### config.mk
export PLATFORM = sky130hd
export DESIGN_NAME = spi_host_master
export DESIGN_NICKNAME = d
export VERILOG_FILES = /design/src/rtl/spi_host_master.sv
export SDC_FILE = /design/constraint.sdc
export NUM_CORES = 1
export LEC_CHECK = 0
export CAP_MARGIN = 10
export CELL_PAD_IN_SITES_DETAIL_PLACEMENT = 0
export CELL_PAD_IN_SITES_GLOBAL_PLACEMENT = 2
export CORE_MARGIN = 2
export CORE_UTILIZATION = 38
export CTS_CLUSTER_DIAMETER = 100
export CTS_CLUSTER_SIZE = 20
export DETAILED_ROUTE_END_ITERATION = 7
export MAX_ROUTING_LAYER = met4
export PLACE_DENSITY_LB_ADDON = 0.1
export SYNTH_ARGS = -nofsm -noshare
export SYNTH_HDL_FRONTEND = slang
export SYNTH_SLANG_ARGS = --single-unit
### constraint.sdc
create_clock -name clk -period 3.2 [get_ports clk]
set_input_delay 0.64 -clock clk [delete_from_list [all_inputs] [get_ports clk]]
set_output_delay 0.64 -clock clk [all_outputs]
set_load 0.05 [all_outputs]
### src/rtl/spi_host_master.sv
// Host-side SPI master: drives csb/sclk/sdi frames of a 16-bit instruction followed by 1..4 data
// bytes, MSB first, and captures sdo into rd_data during the data bits of read frames.
module spi_host_master #(
  parameter int unsigned CLK_DIV  = 4,
  parameter int unsigned CS_SETUP = 2,
  parameter int unsigned CS_HOLD  = 2,
  parameter int unsigned CS_IDLE  = 4
) (
  input  logic        clk,
  input  logic        resetb,
  input  logic        start,
  input  logic        rd_wr,
  input  logic [1:0]  w1w0,
  input  logic [12:0] addr,
  input  logic [31:0] wr_data,
  output logic        busy,
  output logic        done,
  output logic [31:0] rd_data,
  output logic        csb,
  output logic        sclk,
  output logic        sdi,
  input  logic        sdo
);

  localparam int unsigned DivW    = $clog2(CLK_DIV);
  localparam int unsigned WaitMax = (CS_SETUP > CS_HOLD) ?
                                    ((CS_SETUP > CS_IDLE) ? CS_SETUP : CS_IDLE) :
                                    ((CS_HOLD > CS_IDLE) ? CS_HOLD : CS_IDLE);
  localparam int unsigned WaitW   = $clog2(WaitMax + 1);

  typedef enum logic [2:0] {StIdle, StSetup, StShift, StHold, StGap} state_e;

  state_e            state_q, state_d;
  logic [DivW-1:0]   div_q, div_d;
  logic [WaitW-1:0]  wait_q, wait_d;
  logic [5:0]        bit_q, bit_d;
  logic [47:0]       shift_q, shift_d;
  logic              rd_q, rd_d;
  logic [1:0]        w1w0_q, w1w0_d;
  logic [31:0]       rd_data_q, rd_data_d;
  logic              csb_q, csb_d;
  logic              sclk_q, sclk_d;
  logic              sdi_q, sdi_d;
  logic              busy_q, busy_d;
  logic              done_q, done_d;
  logic [5:0]        last_bit;
  logic [31:0]       data_left;

  assign last_bit = 6'd23 + {1'b0, w1w0_q, 3'b000};

  // Left-align the N data bytes so they follow the instruction directly.
  always_comb begin
    data_left = wr_data;
    case (w1w0)
      2'd0:    data_left = {wr_data[7:0], 24'h0};
      2'd1:    data_left = {wr_data[15:0], 16'h0};
      2'd2:    data_left = {wr_data[23:0], 8'h0};
      default: data_left = wr_data;
    endcase
  end

  always_comb begin
    state_d   = state_q;
    div_d     = div_q;
    wait_d    = wait_q;
    bit_d     = bit_q;
    shift_d   = shift_q;
    rd_d      = rd_q;
    w1w0_d    = w1w0_q;
    rd_data_d = rd_data_q;
    csb_d     = csb_q;
    sclk_d    = sclk_q;
    sdi_d     = sdi_q;
    busy_d    = busy_q;
    done_d    = 1'b0;
    unique case (state_q)
      StIdle: begin
        if (start) begin
          state_d   = StSetup;
          shift_d   = {rd_wr, w1w0, addr, data_left};
          rd_d      = rd_wr;
          w1w0_d    = w1w0;
          rd_data_d = '0;
          busy_d    = 1'b1;
          csb_d     = 1'b0;
          sdi_d     = rd_wr;
          wait_d    = '0;
          bit_d     = '0;
        end
      end
      StSetup: begin
        if (wait_q == WaitW'(CS_SETUP - 1)) begin
          state_d = StShift;
          div_d   = '0;
          wait_d  = '0;
        end else begin
          wait_d = wait_q + 1'b1;
        end
      end
      StShift: begin
        if (div_q == DivW'(CLK_DIV - 1)) begin
          div_d = '0;
          if (!sclk_q) begin
            sclk_d = 1'b1;
            if (rd_q && (bit_q >= 6'd16)) begin
              rd_data_d = {rd_data_q[30:0], sdo};
            end
          end else begin
            sclk_d = 1'b0;
            if (bit_q == last_bit) begin
              state_d = StHold;
              sdi_d   = 1'b0;
            end else begin
              bit_d   = bit_q + 6'd1;
              shift_d = {shift_q[46:0], shift_q[47]};
              sdi_d   = shift_q[46];
            end
          end
        end else begin
          div_d = div_q + 1'b1;
        end
      end
      StHold: begin
        if (wait_q == WaitW'(CS_HOLD - 1)) begin
          state_d = StGap;
          csb_d   = 1'b1;
          wait_d  = '0;
        end else begin
          wait_d = wait_q + 1'b1;
        end
      end
      StGap: begin
        // The done cycle is still in StGap so a start presented alongside done is ignored.
        if (done_q) begin
          state_d = StIdle;
        end else if (wait_q == WaitW'(CS_IDLE - 1)) begin
          done_d = 1'b1;
          busy_d = 1'b0;
        end else begin
          wait_d = wait_q + 1'b1;
        end
      end
      default: state_d = StIdle;
    endcase
  end

  always_ff @(posedge clk or negedge resetb) begin
    if (!resetb) begin
      state_q   <= StIdle;
      div_q     <= '0;
      wait_q    <= '0;
      bit_q     <= '0;
      shift_q   <= '0;
      rd_q      <= 1'b0;
      w1w0_q    <= '0;
      rd_data_q <= '0;
      csb_q     <= 1'b1;
      sclk_q    <= 1'b0;
      sdi_q     <= 1'b0;
      busy_q    <= 1'b0;
      done_q    <= 1'b0;
    end else begin
      state_q   <= state_d;
      div_q     <= div_d;
      wait_q    <= wait_d;
      bit_q     <= bit_d;
      shift_q   <= shift_d;
      rd_q      <= rd_d;
      w1w0_q    <= w1w0_d;
      rd_data_q <= rd_data_d;
      csb_q     <= csb_d;
      sclk_q    <= sclk_d;
      sdi_q     <= sdi_d;
      busy_q    <= busy_d;
      done_q    <= done_d;
    end
  end

  assign busy    = busy_q;
  assign done    = done_q;
  assign rd_data = rd_data_q;
  assign csb     = csb_q;
  assign sclk    = sclk_q;
  assign sdi     = sdi_q;

endmodule

* After elaboration in Yosys (flattened, before gate mapping)
Index checks and enable logic that the tools add are counted.
** Operators by class
- Add/subtract/negate cells :: 4
- $mul :: 0
- Divide/modulo/power cells :: 0
- $lt $le $gt $ge :: 1
- Equal/unequal tests :: 23
- Shifts and indexed selects :: 0
- Muxes and demuxes :: 48
- Bitwise gates (word level) :: 0
- Reduce and logical (&&, ||, !) cells :: 19
** Operators by type and width (count)
- 2-to-1 mux 48 bit :: 4
- 2-to-1 mux 32 bit :: 4
- case mux 32 bit (3 select lines) :: 1
- case mux 48 bit (2 select lines) :: 1
- case mux 32 bit (2 select lines) :: 1
- 2-to-1 mux 3 bit :: 11
- != test 2 bit, second input constant :: 13
- 2-to-1 mux 6 bit :: 4
- case mux 3 bit (5 select lines) :: 1
- 2-to-1 mux 1 bit :: 13
- case mux 6 bit (2 select lines) :: 1
- AND reduction 4 bit :: 3
- AND reduction 5 bit :: 2
- equality test 3 x 2 -> 1 bit, second input constant :: 3
- case mux 3 bit (3 select lines) :: 1
- nonzero test 2 bit :: 4
- AND reduction 7 bit :: 1
- adder 5 x 5 -> 6 bit, first input constant :: 1
- adder 6 x 1 -> 6 bit, second input constant :: 1
- equality test 3 x 1 -> 1 bit, second input constant :: 2
- equality test 6 bit :: 1
- >= comparator 6 x 5 -> 1 bit, second input constant :: 1
- case mux 1 bit (2 select lines) :: 3
- AND reduction 2 bit :: 3
- other kinds (13) :: 15
** Word-level totals
- Flip-flop bits (word level) :: 102
- Bits in latches :: 0
- RAM bits :: 0
- Memory bits (read-only) :: 0
- Input bits :: 52
- Output and inout bits :: 37
- Logic and storage cells :: 108
- Memories kept :: 0

* Depth between registers and ports, before layout
Gate-level depths: netlist of run 1.
- Word-level depth :: 6
- Mapped depth :: 7
- Gate-level depth less buffers :: 6

* Worst setup path after synthesis of run 1
OpenSTA, ideal clock, no wires.
- Path kind :: input to register
- From :: input w1w0[0]
- To :: register shift_q[22]
- Setup time :: 0.125 ns
- Arrival :: 2.298 ns
- Required time :: 3.075 ns
- Setup slack :: 0.777 ns
- Stages :: 6
- Buffers on the path :: 2
- Cell sequence :: clkbuf_1 -> clkbuf_1 -> mux2_2 -> a221oi_1 -> nor2_1 -> mux2_4
** On the way
- Longest elaborated chain between the ends :: 4
- Elaborated cells between the ends (all ways) :: 6
- Classes of those cells :: eq/ne (2); mux (3); reduce/logical (1)
** Ends and longest elaborated chain
- start: declaration :: line 13 : input logic [1:0] w1w0,
- equality test 2 bit, or another cell as far along :: line 54 : case (w1w0)
- case mux 32 bit (3 select lines) * :: line 54
- 2-to-1 mux 48 bit * :: line 78 : if (start) begin
- case mux 48 bit (2 select lines) * :: line 76 : unique case (state_q)
- end signal: assignment :: line 167 : shift_q <= shift_d;
- end: declaration :: line 37 : logic [47:0] shift_q, shift_d;
Every way passes the cells marked *; elsewhere a longest branch is shown, timed or not. The select of a mux whose other input is x is not followed.
A chain may end at the register's enable or synchronous reset.

* Worst setup path in the final report of run 1
- From :: register bit_q[4]
- To :: register shift_q[17]
** On the way
- Longest elaborated chain between the ends :: 3
** Ends and longest elaborated chain
- start: declaration :: line 36 : logic [5:0] bit_q, bit_d;
- start signal: assignment :: line 166 : bit_q <= bit_d;
- equality test 6 bit :: line 110 : if (bit_q == last_bit) begin
- != test 2 bit (no source line)
- AND reduction 5 bit (no source line)
Every way passes these cells.

==> results of run 1 <==
-- worst reg2reg max path, stage by stage, from the launching register on --
cell	delay (ns)
dfrtp_1	0.42
or3b_4	0.41
a2111oi_4	0.64
a211o_2	0.26
buf_12	0.32
mux2_2	0.43
-- metal layers --
layer  wire length (um)  vias to the layer above
met2               5780                       63
li1                   -                     1897
met1               6200                     1897
met4                136                        0
met5                  0                        -
met3                463                       11
-- cell families after synthesis --
| kind of cell | Yosys count | share of synthesized area (%) |
|---|---|---|
| AOI/OAI and AO/OA | 47 | 6.68 |
| xor gates and xnor gates | 3 | 0.474 |
| adders and majority gates | 5 | 1.13 |
| buffers and inverters | 61 | 5.67 |
| DFF | 102 | 46.1 |
| muxes | 126 | 27.2 |
| and+or+nand+nor | 164 | 12.8 |
-- sequential cells by signal, indices dropped and copies added (netlist names) --
signal,flops
shift_q,48
rd_data,32
bit_q,6
state_q,3
wait_q,3
div_q,2
w1w0_q,2
busy,1
csb,1
done,1
rd_q,1
sclk,1
sdi,1
-- final cells by class --
class	instances	share of cell area [%]
multi-input cells	345	38.9
flip-flops and latches	102	36.9
repair buffers	100	14.4
well taps	184	3.33
clock buffers	9	3.25
clock inverters	7	1.75
inverters	27	1.46
-- cell usage in the layout, fill, tap and decap left out, drive strengths merged, types with 3 or more instances in the layout --
cell / count
nand3: 11
nand2b: 3
o21ai: 6
mux2: 78
ha: 5
bufinv: 3
o22ai: 4
nand3b: 3
clkdlybuf4s50: 87
mux2i: 48
clkbuf: 9
inv: 28
a221oi: 8
a22o: 4
xor2: 3
buf: 13
a22oi: 5
nor2b: 3
nor2: 49
o22a: 5
nor3b: 4
a21oi: 5
and2: 3
nand2: 79
dfrtp: 101
clkinv: 3
-- per-stage QoR --
| stage | setup WS (ns) | util (%) | cell area [um^2] |
|---|---|---|---|
| after global placement | 0.503 | 45.7 | 6570 |
| after CTS | 0.606 | 48.2 | 6920 |
| after global routing | 0.488 | 48.2 | 6920 |
| after floorplan | 0.777 | - | 5540 |
| after detailed placement | 0.448 | 45.7 | 6570 |
| final | 0.606 | 48.2 | 6920 |
-- path summary, 6_finish.rpt --
path | slack (ns) | end | cells after the start | startpoint
max reg2reg | 0.61 | shift_q[17]$_DFFE_PN0P_ | 5 | bit_q[4]$_DFFE_PN0P_
min in group clk | 0.49 | csb$_DFFE_PN1P_ | 2 | csb$_DFFE_PN1P_
min reg2reg | 0.49 | csb$_DFFE_PN1P_ | 2 | csb$_DFFE_PN1P_
max | 0.61 | shift_q[17]$_DFFE_PN0P_ | 5 | bit_q[4]$_DFFE_PN0P_
min | 0.28 | shift_q[36]$_DFFE_PN0P_ | 1 | resetb
max in group asynchronous | 2.19 | rd_data[17]$_DFFE_PN0P_ | 2 | resetb
-- where the power goes --
group | switching [mW] | internal [mW]
sequential | 0.0111 | 1.31
combinational | 0.0863 | 0.111
clock | 0.516 | 0.769
==> run metrics, run 1 <==
GR Util All Layers 17.5%; minimum clock period 2.59 ns; routed vias/inst 5.00; multi-input logic area 2690 um^2; Critical Path Source Type flip-flop; status complete, no violations; Port Buffers 88; clock root cell clkbuf_16; Final Hold Vio Count 0; arrival time at the worst endpoint 2.83 ns; Die ar. 15600 um^2; non-filler instance count after layout 774; Top FF cell, synth dfrtp_1; Nets 642; FF+latch area 2550 um^2; grt total ovfl 0; GRT met2 Usage 26.8%; crit-path max FO 53; Max Slew Vio Count 0; layer with the highest usage met2; P&R area growth vs syn 24.9%; post-CTS repair timing setup buffer count 0; pwr/cell area 405 nW/um^2; detailed-router iteration count before antenna repair 4; sequential fraction of the synthesis area 46.1%; Max Cap Viol 0; M3 GR Usage 4.12%; H-tree depth 3; syn nets 565; Yosys warning count 0; post-route ant nets 0; num ports 89; Mapped Cells 508; Skew-Pair Late Insertion Delay 0.36 ns; CTS tree yes; Final period util 81.1%; Starting DRT DRC Count 187; clk slew on worst S/H paths 0.07 ns; RSZ-0062 raised after global routing no; Die Y 125 um; core box area 14400 um^2; pin count of the biggest net entering global routing 68; placed insts 758; hold_ws 0.283 ns; crit end category flip-flop; initial antenna violation count 0; count leader, synth dfrtp_1; VDD IR max 0.288 mV; Slew @ Worst Pin 1.15 ns; Fmax 0.385 GHz; total power draw 2.80 mW; Slew HR 23.2%; WL final 12600 um; # fillers 1359; Final setup viols 0; vias in the first global route 4059; clk buf depth 2; post-CTS resize count 0; Setup CP Type flip-flop to flip-flop; residual DRC count 0; most frequent cells after synthesis dfrtp_1 (101), nand2_1 (79), nor2_1 (49); CTS Sinks 102; Syn Area/Cell 10.9 um^2; Synth top area share 45.6%; CP max-delay cell a2111oi_4; crit path buf inv count 1; routed length per instance 16.2 um; max incr delay on CP 0.64 ns; layout cell share with drive strength beyond 1 19.8%; asr flop ratio synth 100%; Worst EP required 3.44 ns; CTS buffer count 9; first-pass GRT wire length 21300 um; top cells by area, synth dfrtp_1 (46%), mux2_4 (11%), mux2i_1 (8.7%), mux2_2 (7.9%), nand2_1 (5.4%); cell family with most CP delay compound AO/OA/AOI/OAI gates; TNS Setup 0 ns; n_diodes 0; Final Skew 0.00881 ns; row cnt 44; number of synthesized register bits 102; Hold Crit Class primary input to async pin; Pleak 3.35 nW; via count 3868; CTS Hold Bufs 0; Yosys top cell by area dfrtp_1; Yosys cell types 45; met1 usage 23.4%; Initial Util 38.6%; routability cong. 0.766; Cell Area, Synth 5540 um^2; Post-synth EDFFs 0; Die X 125 um; cells along the critical path or3b_4, a2111oi_4, a211o_2, buf_12, mux2_2; Detail Placement HPWL 8180 um
(Power assumes the default switching activity.)
==> inputs of run 2 (changes only) <==
--- a/config.mk
+++ b/config.mk
@@ -9,7 +9,7 @@
 export CELL_PAD_IN_SITES_DETAIL_PLACEMENT = 0
 export CELL_PAD_IN_SITES_GLOBAL_PLACEMENT = 2
 export CORE_MARGIN = 2
-export CORE_UTILIZATION = 38
+export CORE_UTILIZATION = 35
 export CTS_CLUSTER_DIAMETER = 100
 export CTS_CLUSTER_SIZE = 20
 export DETAILED_ROUTE_END_ITERATION = 7
==> constraint.sdc (replaced) <==
create_clock -name clk -period 2.6 [get_ports clk]
set_input_delay 0.52 -clock clk [delete_from_list [all_inputs] [get_ports clk]]
set_output_delay 0.52 -clock clk [all_outputs]
set_load 0.05 [all_outputs]
==> run 2 against run 1 <==
Against the previous run: first-iteration DRC count grew 21%; critical path depth unchanged; wire length grew 2.1%; clock skew decreased by 0.0010 ns; sequential power grew 23%; register-to-register slack got worse by 0.35 ns; final cell count up 3.9%; combinational power increased by 28%; setup slack worse by 0.35 ns; critical path type unchanged; highest routed layer unchanged.
==> run metrics, run 2 (synthesis gave the netlist of run 1 again) <==
status complete, no violations; met1 wire length 6280 um (+1.4%); VDD IR max 0.386 mV (+34%); highest routed layer met4; routed wl met3 472 um (+1.9%); most frequent cells in the layout dfrtp_1 (101), clkdlybuf4s50_1 (87), nand2_1 (79); RSZ-0062 raised after global routing no; grt total ovfl 0 (unchanged); WL final 12800 um (+2.1%); R2R depth 5 (unchanged); routed vias/inst 4.88 (-2.4%); Fmax 0.426 GHz (+11%); clk buf depth 2 (unchanged); initial antenna violation count 0 (unchanged); post-CTS repair timing setup buffer count 0 (unchanged); n_diodes 0 (unchanged); Max Slew Vio Count 0 (unchanged); routability cong. 0.777 (+1.4%); num ports 89 (unchanged); Pleak 3.35 nW (about the same); CTS Hold Bufs 0 (unchanged); Port Buffers 88 (unchanged); Initial Util 36.2% (-2.4 points); design area 6950 um^2 (+0.42%); P&R area growth vs syn 25.4%; Slew HR 22.0% (-1.2 points); CTS tree yes; Final setup viols 0 (unchanged); Critical Path Source Type flip-flop; metal2 WL 5920 um (+2.5%); Hold Crit Class primary input to async pin; Max Cap Viol 0 (unchanged); Detail Placement HPWL 8380 um (+2.4%); core box area 15300 um^2 (+6.6%); routed length per instance 16.0 um (-1.7%); GR Util All Layers 16.9% (-0.55 points); Final Hold Vio Count 0 (unchanged); Die X 130 um (+4.1%); Die ar. 16900 um^2 (+8.3%); crit end category flip-flop; Worst EP required 2.84 ns (-0.60 ns); max reg flops 48 (unchanged); hold_ws 0.0618 ns (-0.222 ns); CTS buffer count 9 (unchanged); pin count of the biggest net entering global routing 68 (unchanged); CTS Sinks 102 (unchanged); crit-path max FO 31 (-42%); Setup CP Type flip-flop to flip-flop; clock root cell clkbuf_16; vias in the first global route 4106 (+1.2%); pwr/cell area 466 nW/um^2 (+15%); Skew-Pair Late Insertion Delay 0.36 ns (about the same); via count 3921 (+1.4%); layout cell share with drive strength beyond 1 20.1% (+0.24 points); clk slew on worst S/H paths 0.07 ns (about the same); Starting DRT DRC Count 227 (+21%); Slew @ Worst Pin 1.17 ns (+0.0179 ns); Reg with most FFs shift_q; Final period util 90.2% (+9.1 points); Nets 646 (+0.62%); post-CTS resize count 0 (unchanged); H-tree depth 3 (unchanged); TNS Setup 0 ns (unchanged); minimum clock period 2.35 ns (-0.249 ns); Die Y 130 um (+4.1%); first-pass GRT wire length 21500 um (+1.2%); detailed-router iteration count before antenna repair 4 (unchanged); arrival time at the worst endpoint 2.58 ns (-0.25 ns); most common cell after layout, fill and taps aside dfrtp_1; # fillers 1484 (+9.2%); row cnt 45 (+2.3%); Placed Area 6660 um^2 (+1.4%); post-route ant nets 0 (unchanged); Final Skew 0.00781 ns (-0.00100 ns); total power draw 3.24 mW (+16%); residual DRC count 0 (unchanged)
run 2: cell count changes in the layout (fill, tap and decap cells not counted), sizes merged:
cell / delta
clkinv: -1
buf: +4
clkbuf: +1
inv: +1
bufinv: -2
run 2: per-layer routing:
| metal | up-vias | global-route usage [%] |
|---|---|---|
| met5 | - | - |
| met4 | 0 | 4.55 |
| met3 | 10 | 4.02 |
| met2 | 69 | 26.2 |
| met1 | 1941 | 22.3 |
| li1 | 1901 | - |
run 2: path summary, 6_finish.rpt:
check | slack, ns | startpoint | end
max | 0.25 | state_q[1]$_DFFE_PN0P_ | rd_data[29]$_DFFE_PN0P_
min | 0.06 | resetb | shift_q[40]$_DFFE_PN0P_
max reg2reg | 0.25 | state_q[1]$_DFFE_PN0P_ | rd_data[29]$_DFFE_PN0P_
min reg2reg | 0.49 | div_q[0]$_DFFE_PN0P_ | div_q[0]$_DFFE_PN0P_
max in group asynchronous | 1.85 | resetb | rd_data[13]$_DFFE_PN0P_
min in group clk | 0.49 | div_q[0]$_DFFE_PN0P_ | div_q[0]$_DFFE_PN0P_
run 2: final cells by class:
class / instances / area, um^2 / share of cell area, %
Sequential cell: 102 / 2550 / 36.8
Inverter: 27 / 101 / 1.46
Clock inverter: 5 / 57.6 / 0.828
Clock buffer: 10 / 229 / 3.30
Multi-Input combinational cell: 345 / 2690 / 38.8
Timing Repair Buffer: 104 / 1050 / 15.1
Tap cell: 211 / 264 / 3.80
run 2: worst max-delay path: stages (launching register included):
cell and delay, ns:
dfrtp_1 0.39, buf_4 0.17, nor3b_2 0.16, and2_1 0.20, o22ai_4 0.87, mux2_2 0.43
run 2: stage by stage:
stage | instances | setup slack, ns | util [%]
floorplan | 508 | 0.297 | -
CTS | 804 | 0.213 | 45.4
detailed placement | 789 | 0.0377 | 43.5
global placement | 789 | 0.0518 | 43.5
global route | 804 | 0.0774 | 45.4
finish | 804 | 0.254 | 45.4
run 2: report_power, final:
part	total, mW	internal, mW	switching (mW)	leakage (nW)
Clock	1.36	0.746	0.618	0.143
Sequential	1.62	1.61	0.0141	1.16
Combinational	0.253	0.142	0.111	2.05
Total	3.24	2.50	0.742	3.35
